$ cat src/rtl/imm_decode_stage_pkg.sv
// ============================================================================
// Module  : imm_decode_stage_pkg
// Brief   : Opcode constants, immediate format encodings and default widths
//           shared by the immediate decode stage.
// Revision: 1.0 - initial release
// ============================================================================
`default_nettype none

package imm_decode_stage_pkg;

    localparam int c_xlen_default = 32;

    localparam logic [6:0] c_opc_op     = 7'b0110011;
    localparam logic [6:0] c_opc_op_imm = 7'b0010011;
    localparam logic [6:0] c_opc_load   = 7'b0000011;
    localparam logic [6:0] c_opc_jalr   = 7'b1100111;
    localparam logic [6:0] c_opc_store  = 7'b0100011;
    localparam logic [6:0] c_opc_branch = 7'b1100011;
    localparam logic [6:0] c_opc_lui    = 7'b0110111;
    localparam logic [6:0] c_opc_auipc  = 7'b0010111;
    localparam logic [6:0] c_opc_jal    = 7'b1101111;

    typedef enum logic [2:0] {
        IMM_NONE = 3'd0,
        IMM_I    = 3'd1,
        IMM_S    = 3'd2,
        IMM_B    = 3'd3,
        IMM_U    = 3'd4,
        IMM_J    = 3'd5
    } imm_type_e;

endpackage

`default_nettype wire

$ cat src/rtl/imm_decode_stage_imm_extract.sv
// ============================================================================
// Module  : imm_extract
// Brief   : Combinational RV32 immediate extraction and sign extension to XLEN.
// Revision: 1.0 - initial release
// ============================================================================
`default_nettype none

module imm_extract
    import imm_decode_stage_pkg::*;
#(
    parameter int XLEN  = c_xlen_default,
    parameter bit EN_BJ = 1'b1
) (
    input  logic [31:0]     instruction,
    output logic [XLEN-1:0] immediate,
    output imm_type_e       imm_type,
    output logic            illegal
);

    // Every format is assembled as a signed 32-bit value, then widened, so
    // the XLEN=64 upper half always replicates instruction[31].
    logic signed [31:0] w_imm32;

    always_comb begin
        w_imm32  = '0;
        imm_type = IMM_NONE;
        illegal  = 1'b0;
        case (instruction[6:0])
            c_opc_op: begin
                imm_type = IMM_NONE;
            end
            c_opc_op_imm, c_opc_load, c_opc_jalr: begin
                w_imm32  = {{20{instruction[31]}}, instruction[31:20]};
                imm_type = IMM_I;
            end
            c_opc_store: begin
                w_imm32  = {{20{instruction[31]}}, instruction[31:25], instruction[11:7]};
                imm_type = IMM_S;
            end
            c_opc_branch: begin
                if (EN_BJ) begin
                    w_imm32  = {{19{instruction[31]}}, instruction[31], instruction[7],
                                instruction[30:25], instruction[11:8], 1'b0};
                    imm_type = IMM_B;
                end else begin
                    illegal = 1'b1;
                end
            end
            c_opc_lui, c_opc_auipc: begin
                w_imm32  = {instruction[31:12], 12'b0};
                imm_type = IMM_U;
            end
            c_opc_jal: begin
                if (EN_BJ) begin
                    w_imm32  = {{11{instruction[31]}}, instruction[31], instruction[19:12],
                                instruction[20], instruction[30:21], 1'b0};
                    imm_type = IMM_J;
                end else begin
                    illegal = 1'b1;
                end
            end
            default: begin
                illegal = 1'b1;
            end
        endcase
    end

    assign immediate = XLEN'(w_imm32);

endmodule

`default_nettype wire

$ cat src/rtl/imm_decode_stage.sv
// ============================================================================
// Module  : imm_decode_stage
// Brief   : Immediate decode pipeline stage with a DEPTH-entry circular FIFO
//           and registered head outputs.
// Revision: 1.0 - initial release
// ============================================================================
`default_nettype none

module imm_decode_stage
    import imm_decode_stage_pkg::*;
#(
    parameter int XLEN  = c_xlen_default,
    parameter int DEPTH = 2,
    parameter bit EN_BJ = 1'b1
) (
    input  logic            clk,
    input  logic            rst,
    input  logic            flush,
    input  logic            in_valid,
    output logic            in_ready,
    input  logic [31:0]     instruction,
    input  logic [XLEN-1:0] pc_in,
    output logic            out_valid,
    input  logic            out_ready,
    output logic [XLEN-1:0] immediate,
    output logic [2:0]      imm_type,
    output logic [31:0]     instr_out,
    output logic [XLEN-1:0] pc_out,
    output logic            illegal
);

    localparam int c_ptr_w = (DEPTH > 1) ? $clog2(DEPTH) : 1;
    localparam int c_cnt_w = $clog2(DEPTH + 1);
    localparam logic [c_ptr_w-1:0] c_last_ptr = c_ptr_w'(DEPTH - 1);

    logic [XLEN-1:0] w_imm;
    imm_type_e       w_type;
    logic            w_illegal;

    imm_extract #(
        .XLEN  (XLEN),
        .EN_BJ (EN_BJ)
    ) u_extract (
        .instruction (instruction),
        .immediate   (w_imm),
        .imm_type    (w_type),
        .illegal     (w_illegal)
    );

    logic [XLEN-1:0]    r_mem_imm   [DEPTH];
    logic [2:0]         r_mem_type  [DEPTH];
    logic               r_mem_ill   [DEPTH];
    logic [31:0]        r_mem_instr [DEPTH];
    logic [XLEN-1:0]    r_mem_pc    [DEPTH];

    logic [c_ptr_w-1:0] r_wr_ptr;
    logic [c_ptr_w-1:0] r_rd_ptr;
    logic [c_cnt_w-1:0] r_count;

    logic [XLEN-1:0]    r_immediate;
    logic [2:0]         r_imm_type;
    logic               r_illegal;
    logic [31:0]        r_instr_out;
    logic [XLEN-1:0]    r_pc_out;

    function automatic logic [c_ptr_w-1:0] ptr_inc(input logic [c_ptr_w-1:0] p);
        return (p == c_last_ptr) ? '0 : p + 1'b1;
    endfunction

    logic               w_enq;
    logic               w_deq;
    logic [c_ptr_w-1:0] w_rd_next;
    logic               w_remain_empty;

    assign in_ready       = (r_count < c_cnt_w'(DEPTH));
    assign out_valid      = (r_count != '0);
    assign w_enq          = in_valid && in_ready && !flush;
    assign w_deq          = out_valid && out_ready;
    assign w_rd_next      = w_deq ? ptr_inc(r_rd_ptr) : r_rd_ptr;
    assign w_remain_empty = (r_count == c_cnt_w'(w_deq));

    // The head view is registered: it preloads the entry that will sit at
    // the read pointer after this edge, bypassing the incoming word when the
    // buffer would otherwise be empty.
    always_ff @(posedge clk) begin
        if (rst) begin
            r_wr_ptr    <= '0;
            r_rd_ptr    <= '0;
            r_count     <= '0;
            r_immediate <= '0;
            r_imm_type  <= '0;
            r_illegal   <= 1'b0;
            r_instr_out <= '0;
            r_pc_out    <= '0;
        end else if (flush) begin
            r_wr_ptr <= '0;
            r_rd_ptr <= '0;
            r_count  <= '0;
        end else begin
            if (w_enq) begin
                r_mem_imm[r_wr_ptr]   <= w_imm;
                r_mem_type[r_wr_ptr]  <= w_type;
                r_mem_ill[r_wr_ptr]   <= w_illegal;
                r_mem_instr[r_wr_ptr] <= instruction;
                r_mem_pc[r_wr_ptr]    <= pc_in;
                r_wr_ptr              <= ptr_inc(r_wr_ptr);
            end
            if (w_deq) begin
                r_rd_ptr <= ptr_inc(r_rd_ptr);
            end
            r_count <= r_count + c_cnt_w'(w_enq) - c_cnt_w'(w_deq);
            if (w_remain_empty) begin
                if (w_enq) begin
                    r_immediate <= w_imm;
                    r_imm_type  <= w_type;
                    r_illegal   <= w_illegal;
                    r_instr_out <= instruction;
                    r_pc_out    <= pc_in;
                end
            end else begin
                r_immediate <= r_mem_imm[w_rd_next];
                r_imm_type  <= r_mem_type[w_rd_next];
                r_illegal   <= r_mem_ill[w_rd_next];
                r_instr_out <= r_mem_instr[w_rd_next];
                r_pc_out    <= r_mem_pc[w_rd_next];
            end
        end
    end

    assign immediate = r_immediate;
    assign imm_type  = r_imm_type;
    assign illegal   = r_illegal;
    assign instr_out = r_instr_out;
    assign pc_out    = r_pc_out;

endmodule

`default_nettype wire

$ cat config.mk
export PLATFORM = sky130hd
export DESIGN_NAME = imm_decode_stage
export DESIGN_NICKNAME = d
export VERILOG_FILES = /design/src/rtl/imm_decode_stage_pkg.sv /design/src/rtl/imm_decode_stage_imm_extract.sv /design/src/rtl/imm_decode_stage.sv
export SDC_FILE = /design/constraint.sdc
export NUM_CORES = 1
export LEC_CHECK = 0
export ABC_AREA = 1
export CORE_MARGIN = 1
export CORE_UTILIZATION = 59
export DETAILED_ROUTE_END_ITERATION = 7
export GPL_ROUTABILITY_DRIVEN = 1
export GPL_TIMING_DRIVEN = 0
export PLACE_DENSITY = 0.85
export SKIP_CTS_REPAIR_TIMING = 1
export SYNTH_ARGS = -nofsm -noshare
export SYNTH_HDL_FRONTEND = slang
export SYNTH_SLANG_ARGS = --single-unit
$ cat constraint.sdc
create_clock -name clk -period 20.4 [get_ports clk]
set_clock_uncertainty 0.05 [all_clocks]
set_input_delay 2.04 -clock clk [delete_from_list [all_inputs] [get_ports clk]]
set_output_delay 2.04 -clock clk [all_outputs]
set_load 0.03 [all_outputs]
# Word-level counts from Yosys, hierarchy flattened
# Memory sizes are Yosys's and may differ from the RTL's.
# Cells that the tools add are included.
# Widths: inputs -> output; s select.
[totals]
regBits = 104
ram_bits = 200
input_bits = 69
output_inout_bits = 102
elab_cells = 60
memories = 5
[op_classes]
add_sub_neg = 4
n_lt_le_gt_ge = 1
n_eq_ne = 11
n_mux = 20
bitwise_logic = 1
reduce_logical = 10
[mem_list]
columns = ["name", "words", "word_bits", "read_ports", "rd_clocked_by_memory_dff", "write_ports", "line_no", "rtl"]
rows = [
  ["r_mem_imm", 2, 32, 1, 0, 1, "imm_decode_stage.sv:50", "logic [XLEN-1:0] r_mem_imm [DEPTH];"],
  ["r_mem_instr", 2, 32, 1, 0, 1, "imm_decode_stage.sv:53", "logic [31:0] r_mem_instr [DEPTH];"],
  ["r_mem_pc", 2, 32, 1, 0, 1, "imm_decode_stage.sv:54", "logic [XLEN-1:0] r_mem_pc [DEPTH];"],
  ["r_mem_type", 2, 3, 1, 0, 1, "imm_decode_stage.sv:51", "logic [2:0] r_mem_type [DEPTH];"],
  ["r_mem_ill", 2, 1, 1, 0, 1, "imm_decode_stage.sv:52", "logic r_mem_ill [DEPTH];"],
]
[ops]
columns = ["operator", "n"]
rows = [
  ["$mux 32", 6],
  ["$pmux 32 s5", 1],
  ["$eq 7x6->1 const B", 3],
  ["$eq 7x7->1 const B", 3],
  ["$pmux 3 s5", 1],
  ["$eq 7x5->1 const B", 2],
  ["$mux 1", 10],
  ["$reduce_or 9->1", 1],
  ["$eq 7x2->1 const B", 1],
  ["$mux 3", 2],
  ["$reduce_or 2->1", 2],
  ["$logic_and 1x1->1", 3],
  ["$reduce_or 3->1", 1],
  ["$add 1x1->1 const B", 2],
  ["$add 2x1->2", 1],
  ["$eq 2x1->1", 1],
  ["$lt 2x2->1 const B", 1],
  ["$ne 2x2->1 const B", 1],
  ["$reduce_and 2->1", 1],
  ["$reduce_bool 2->1", 1],
  ["$sub 2x1->2", 1],
  ["$logic_not 1->1", 1],
  ["$not 1->1", 1],
]

# Longest topological paths before layout
# Gate-level depths: netlist (run 1).
[logic_depth]
word_depth = 7
depth_mapped = 11
ltp_nobuf = 11

# By module
# From an unflattened synthesis (run 1), not the netlist that was laid out.
[hier_totals]
hier_cells = 1609
area_unflattened_um2 = 13973.4
[modules_own_cells]
columns = ["module", "n_inst", "cells_each", "area_each_um2", "seq_area_each_um2"]
rows = [
  ["imm_decode_stage", 1, 1434, 13176.4, 8087.8],
  ["imm_extract", 1, 175, 797.0, 0.0],
]

# Least setup slack after synthesis (run 1)
# OpenSTA, ideal clock, no wires.
[synth_path]
kind = "input to register"
start = "input port in_valid"
end = "memory r_mem_ill[0] (enable)"
setup_time_ns = 0.681
arrival_time_ns = 9.093
required_ns = 19.669
setup_slack_ns = 10.575
stages = 4
path_buffers = 0
path_cell_list = "inv_1 > nor2_1 > nand2_1 > nor3_1"
[synth_via]
elab_chain_cells = 6
[synth_lines]
columns = ["item", "line_no", "rtl"]
rows = [
  ["start, declared", "imm_decode_stage.sv:19", "input logic in_valid,"],
  ["$logic_and 1x1->1 (2 in a row)", "imm_decode_stage.sv:77", "assign w_enq = in_valid && in_ready && !flush;"],
  ["$mux 1", "imm_decode_stage.sv:100", "if (w_enq) begin"],
  ["$mux 1", "imm_decode_stage.sv:95", "end else if (flush) begin"],
  ["$mux 1", "imm_decode_stage.sv:86", "if (rst) begin"],
  ["$mux 1 (implied by the code)", "imm_decode_stage.sv:103", "r_mem_ill[r_wr_ptr] <= w_illegal;"],
  ["end, declared", "imm_decode_stage.sv:52", ""],
]
# No other way between the ends.

# Worst setup path after layout (run 1)
[layout_path]
start = "input port rst"
end = "memory r_mem_instr[1][5] (enable)"
[layout_via]
elab_chain_cells = 2
[layout_lines]
columns = ["item", "line_no", "rtl"]
rows = [
  ["start, declared", "imm_decode_stage.sv:17", "input logic rst,"],
  ["$mux 1", "imm_decode_stage.sv:86", ""],
  ["$mux 1 (implied by the code)", "imm_decode_stage.sv:104", "r_mem_instr[r_wr_ptr] <= instruction;"],
  ["end, declared", "imm_decode_stage.sv:53", ""],
]
# No other way between the ends.

==> results of run 1 <==
power breakdown:
part / switching, W / total, W / internal (W)
clock: 0.000232 / 0.000561 / 0.000329
sequential: 0.0000105 / 0.000689 / 0.000679
combinational: 0.000104 / 0.000164 / 0.0000597
total: 0.000346 / 0.00141 / 0.00107
cells in the final DEF, fill, tap and decap left out, drive strengths merged:
cell / count
a21o: 1
a21oi: 164
and2: 1
buf: 52
bufinv: 3
clkbuf: 82
clkdlybuf4s50: 170
clkinv: 9
clkinvlp: 2
dfxtp: 104
edfxtp: 200
ha: 2
inv: 204
nand2: 248
nand3: 95
nand4: 1
nor2: 39
nor3: 1
nor3b: 1
o211ai: 66
o21ai: 100
or2: 1
xnor2: 1
worst max-delay path: stages:
cell and delay, ns:
clkdlybuf4s50_1 0.51, inv_1 0.45, clkbuf_1 0.47, nand2_1 0.28, nor2_4 0.56, buf_12 0.29
through the flow:
stage	util	std cells	setup slack, ns	total power (W)	hold slack, ns
floorplan	-	1307	10.58	0.000788	0.438
global placement	0.700	1752	6.23	0.000859	0.447
detailed placement	0.709	1765	15.44	0.000862	0.475
CTS	0.757	1822	16.01	0.00141	0.479
global route	0.757	1822	15.83	0.00146	0.495
finish	0.757	1822	15.95	0.00141	0.484
layer usage:
metal,GRT usage,vias to the layer above,share of wire
met5,0,-,0
li1,-,4821,-
met2,0.503,581,0.48
met3,0.0423,77,0.092
met1,0.405,4865,0.40
met4,0.117,0,0.031
registers in the layout, indices dropped and copies added, names as in the netlist, 3 cells and up:
register	flops
r_mem_type	6
pc_out	32
r_mem_pc	64
imm_type	3
instr_out	32
immediate	32
r_mem_imm	64
r_mem_instr	64
path summary, 6_finish.rpt:
check	startpoint	endpoint	cells after the start
worst max-delay path	rst	r_mem_instr[1][5]	6
worst min-delay path	r_wr_ptr	r_wr_ptr	2
worst max register to register	r_count[0]	immediate[3]	9
worst min register to register	r_wr_ptr	r_wr_ptr	2
layout make-up:
class / count / share of cell area
Clock buffer: 42 / 0.0532
Buffer: 79 / 0.0218
Tap cell: 275 / 0.0216
Inverter: 203 / 0.0479
Timing Repair Buffer: 183 / 0.118
Clock inverter: 15 / 0.0103
Sequential cell: 304 / 0.508
Multi-Input combinational cell: 721 / 0.219
logic make-up (layout without fill, tap and decap cells):
logic type / after synthesis / after routing / share of synthesized area
compound gates: 331 / 331 / 0.145
buf+inv: 282 / 522 / 0.0875
flops: 304 / 304 / 0.638
xor+xnor: 1 / 1 / 0.000691
simple gates: 387 / 387 / 0.127
fa+ha+maj: 2 / 2 / 0.00197
==> run summary, run 1 <==
max_cap viols: 0
r2r setup slk: 17.96 ns
Final Max Slew Viols: 0
Slew HR: 0.333
Placed Instance Area: 0.0149 mm²
Syn Nets: 1,378
routed vias: 10,300
Syn Std Cell Area: 0.0127 mm²
top cells by area, synth: edfxtp_1, dfxtp_1, nand2_1
Post-Syn Instances: 1,307
EDFF count, synth: 200
top-area cell type share of the netlist area: 0.474
remaining antenna violation count: 0
WP data arrival: 4.63 ns
most common cell in the synthesized netlist: nand2_1
synth cell count leaders: nand2_1, edfxtp_1, inv_1
DRT iter0 DRCs: 1,006
DRC Markers: 0
fin crit share: 0.218
routability cong.: 0.861
Hold Fails Final Rpt: 0
fin nets: 1,594
Pwr Density: 88.8 mW/mm²
Finished Cell Area: 0.0159 mm²
fillers: 1,382
largest net degree at the start of global routing: 33
post-synthesis register bit count: 304
worst skew pair latency: 0.55 ns
first-pass GRT wire length: 52,100 µm
Worst Hold Class: reg2reg
drt pass-1 iters: 5
Initial Util: 0.603
actual slew at the worst max-slew pin: 0.996 ns
Leak: 6.62 nW
post-DR vias/cell: 5.68
worst vdd ir: 0.0595 mV
CTS root buffer: clkbuf_16
WL final: 33,000 µm
sequential element share of the synthesized area: 0.638
clk buf depth: 3
share of layout cells above drive strength 1: 0.0698
Crit Path Max Fanout: 32
Layout area overhead: 25.6%
Mean Syn Cell Area: 9.70 µm²
Synth area leader: edfxtp_1
Worst setup SP type: input pin
CP Capture Type: register
status: completed
total core area: 0.0210 mm²
initial antenna violation count: 0
Avg WL per Cell: 18.1 µm
main flop type after synthesis: edfxtp_1
all-layer global routing usage: 0.303
Max Fclk: 0.225 GHz
standard-cell rows: 53
total CTS buffers: 31
CTS tree: yes
I/O Pins: 171
port bufs: 170
final setup TNS: 0 ns
FF/Latch Area: 0.00809 mm²
RSZ-0062 raised after global routing: false
multi-input logic area: 0.00349 mm²
Setup CP Type: in2reg
die area: 0.0221 mm²
Tmin final: 4.45 ns
post-DP HPWL: 22,400 µm
# setup viols final: 0
CP required: 20.58 ns
clk slew on worst S/H paths: 0.07 ns
die height: 149 µm
Synth Warn #: 0
antenna cells: 0
async set-reset flop share out of synthesis: 0
post-synth cell types: 28
# H-tree levels: 1
total global routing overflow: 0
# clock sinks: 304
Die W: 149 µm
vias in the first global route: 10,100
Note: power is estimated with default switching activity, not from simulation.
==> run 2, diff against run 1 <==
--- a/config.mk
+++ b/config.mk
@@ -7,11 +7,11 @@
 export LEC_CHECK = 0
 export ABC_AREA = 1
 export CORE_MARGIN = 1
-export CORE_UTILIZATION = 59
+export CORE_UTILIZATION = 55
 export DETAILED_ROUTE_END_ITERATION = 7
 export GPL_ROUTABILITY_DRIVEN = 1
 export GPL_TIMING_DRIVEN = 0
-export PLACE_DENSITY = 0.85
+export PLACE_DENSITY = 0.8
 export SKIP_CTS_REPAIR_TIMING = 1
 export SYNTH_ARGS = -nofsm -noshare
 export SYNTH_HDL_FRONTEND = slang
==> constraint.sdc (replaced) <==
create_clock -name clk -period 4.15 [get_ports clk]
set_clock_uncertainty 0.05 [all_clocks]
set_input_delay 0.415 -clock clk [delete_from_list [all_inputs] [get_ports clk]]
set_output_delay 0.415 -clock clk [all_outputs]
set_load 0.03 [all_outputs]
==> run summary, run 2 (synthesis results as in run 1) <==
FF/Latch Area: 0.00809 mm² (unchanged)
drt pass-1 iters: 5 (unchanged)
commonest non-fill, non-tap cell in the layout: nand2_1 (unchanged)
CP Capture Type: register (unchanged)
final setup TNS: 0 ns (unchanged)
Hold Fails Final Rpt: 0 (unchanged)
Top Registers: r_mem_imm (64), r_mem_instr (64), r_mem_pc (64) (unchanged)
die area: 0.0237 mm² (was 0.0221 mm²)
most frequent cells in the layout: nand2_1, inv_1, edfxtp_1, clkdlybuf4s50_1, a21oi_1 (unchanged)
routability cong.: 0.860 (was 0.861)
Critical Path, Cell by Cell: clkdlybuf4s50_1 -> inv_1 -> clkbuf_1 -> nand2_1 -> nor2_4 -> buf_12 -> buf_12 (was clkdlybuf4s50_1 -> inv_1 -> clkbuf_1 -> nand2_1 -> nor2_4 -> buf_12)
all-layer global routing usage: 0.281 (was 0.303)
CP max stage delay: 0.72 ns (was 0.56 ns)
fin crit share: 0.803
WL final: 33,000 µm (about the same)
Leak: 6.59 nW (was 6.62 nW)
total core area: 0.0226 mm² (was 0.0210 mm²)
antenna cells: 0 (unchanged)
fillers: 1,576 (was 1,382)
CTS root buffer: clkbuf_16 (unchanged)
Worst Hold Class: in2reg (was reg2reg)
Max Fclk: 0.300 GHz
wire length on met1: 13,300 µm (was 13,200 µm)
CP required: 4.34 ns (was 20.58 ns)
worst vdd ir: 0.285 mV (was 0.0595 mV)
# clock sinks: 304 (unchanged)
initial antenna violation count: 0 (unchanged)
vias in the first global route: 10,100 (about the same)
clk buf depth: 3 (unchanged)
RSZ-0062 raised after global routing: false (unchanged)
Tmin final: 3.33 ns
routed vias: 10,300 (about the same)
standard-cell rows: 55 (was 53)
die height: 154 µm (was 149 µm)
clk slew on worst S/H paths: 0.06 ns (was 0.07 ns)
actual slew at the worst max-slew pin: 0.836 ns (was 0.996 ns)
routed wl met3: 3020 µm (was 3050 µm)
port bufs: 170 (unchanged)
remaining antenna violation count: 0 (unchanged)
largest net degree at the start of global routing: 30 (was 33)
slowest CP cell: nor2_4 (unchanged)
Pwr Density: 427 mW/mm² (was 88.8 mW/mm²)
DRT iter0 DRCs: 827 (was 1,006)
I/O Pins: 171 (unchanged)
met2 WL: 15,300 µm (was 15,800 µm)
Layout area overhead: 25.4% (was 25.6%)
Slew HR: 0.441 (was 0.333)
highest routing layer actually used: met4 (unchanged)
total CTS buffers: 29 (was 31)
DRC Markers: 0 (unchanged)
CP dominant cell by count: buf_12
Final Max Slew Viols: 0 (unchanged)
total global routing overflow: 0 (unchanged)
post-DP HPWL: 22,700 µm (was 22,400 µm)
worst skew pair latency: 0.54 ns (was 0.55 ns)
fin nets: 1,588 (was 1,594)
# H-tree levels: 1 (unchanged)
Worst setup SP type: input pin (unchanged)
post-DR vias/cell: 5.63 (was 5.68)
Avg WL per Cell: 18.1 µm (about the same)
CTS tree: yes (unchanged)
Setup CP Type: in2reg (unchanged)
max_cap viols: 0 (unchanged)
# setup viols final: 0 (unchanged)
first-pass GRT wire length: 52,300 µm (was 52,100 µm)
Crit Path Max Fanout: 29 (was 32)
fin util: 0.702 (was 0.757)
share of layout cells above drive strength 1: 0.0630 (was 0.0698)
status: completed (unchanged)
Die W: 154 µm (was 149 µm)
WP data arrival: 3.52 ns (was 4.63 ns)
Initial Util: 0.560 (was 0.603)
multi-input logic area: 0.00350 mm² (was 0.00349 mm²)
==> run 2: path summary, 6_finish.rpt <==
kind                            startpoint                  to  slack (ns)  depth (start not counted)
worst min-delay path             pc_in[27]     r_mem_pc[0][27]        0.44                          1
worst max register to register  r_count[0]        immediate[3]        1.60                          9
worst max-delay path                   rst  r_mem_instr[1][18]        0.82                          7
worst min register to register  pc_out[14]          pc_out[14]        0.49                          2
==> run 2: metal layers <==
layer	GRT usage	vias up
met5	0	-
met4	0.122	0
met3	0.0428	96
met2	0.456	520
met1	0.378	4841
li1	-	4813
==> run 2: layout make-up <==
class	instances	area share
Buffer	79	0.0219
Clock buffer	42	0.0525
Clock inverter	11	0.00622
Inverter	203	0.0479
Multi-Input combinational cell	721	0.220
Sequential cell	304	0.509
Tap cell	285	0.0224
Timing Repair Buffer	179	0.120
==> run 2: worst max-delay path, delay by kind of cell <==
| kind | cells | cell delay (ns) |
|---|---|---|
| buffers and inverters | 5 | 2.06 |
| and+or+nand+nor | 2 | 1.01 |
==> run 2: where the power goes <==
| group | total (W) | internal (W) | switching [W] |
|---|---|---|---|
| Sequential | 0.00339 | 0.00334 | 0.0000507 |
| Clock | 0.00259 | 0.00151 | 0.00108 |
| Combinational | 0.000811 | 0.000298 | 0.000513 |
| Total | 0.00679 | 0.00514 | 0.00165 |
==> run 2: per-stage QoR <==
| stage | area (µm²) | instances | hold WS (ns) | total power [W] | setup slack, ns |
|---|---|---|---|---|---|
| after floorplan | 12700 | 1307 | 0.464 | 0.00387 | 0.0999 |
| after global placement | 14800 | 1762 | 0.460 | 0.00422 | -2.62 |
| after detailed placement | 15000 | 1771 | 0.463 | 0.00425 | 0.280 |
| after CTS | 15900 | 1824 | 0.424 | 0.00680 | 0.837 |
| after global routing | 15900 | 1824 | 0.435 | 0.00698 | 0.640 |
| final | 15900 | 1824 | 0.438 | 0.00679 | 0.816 |
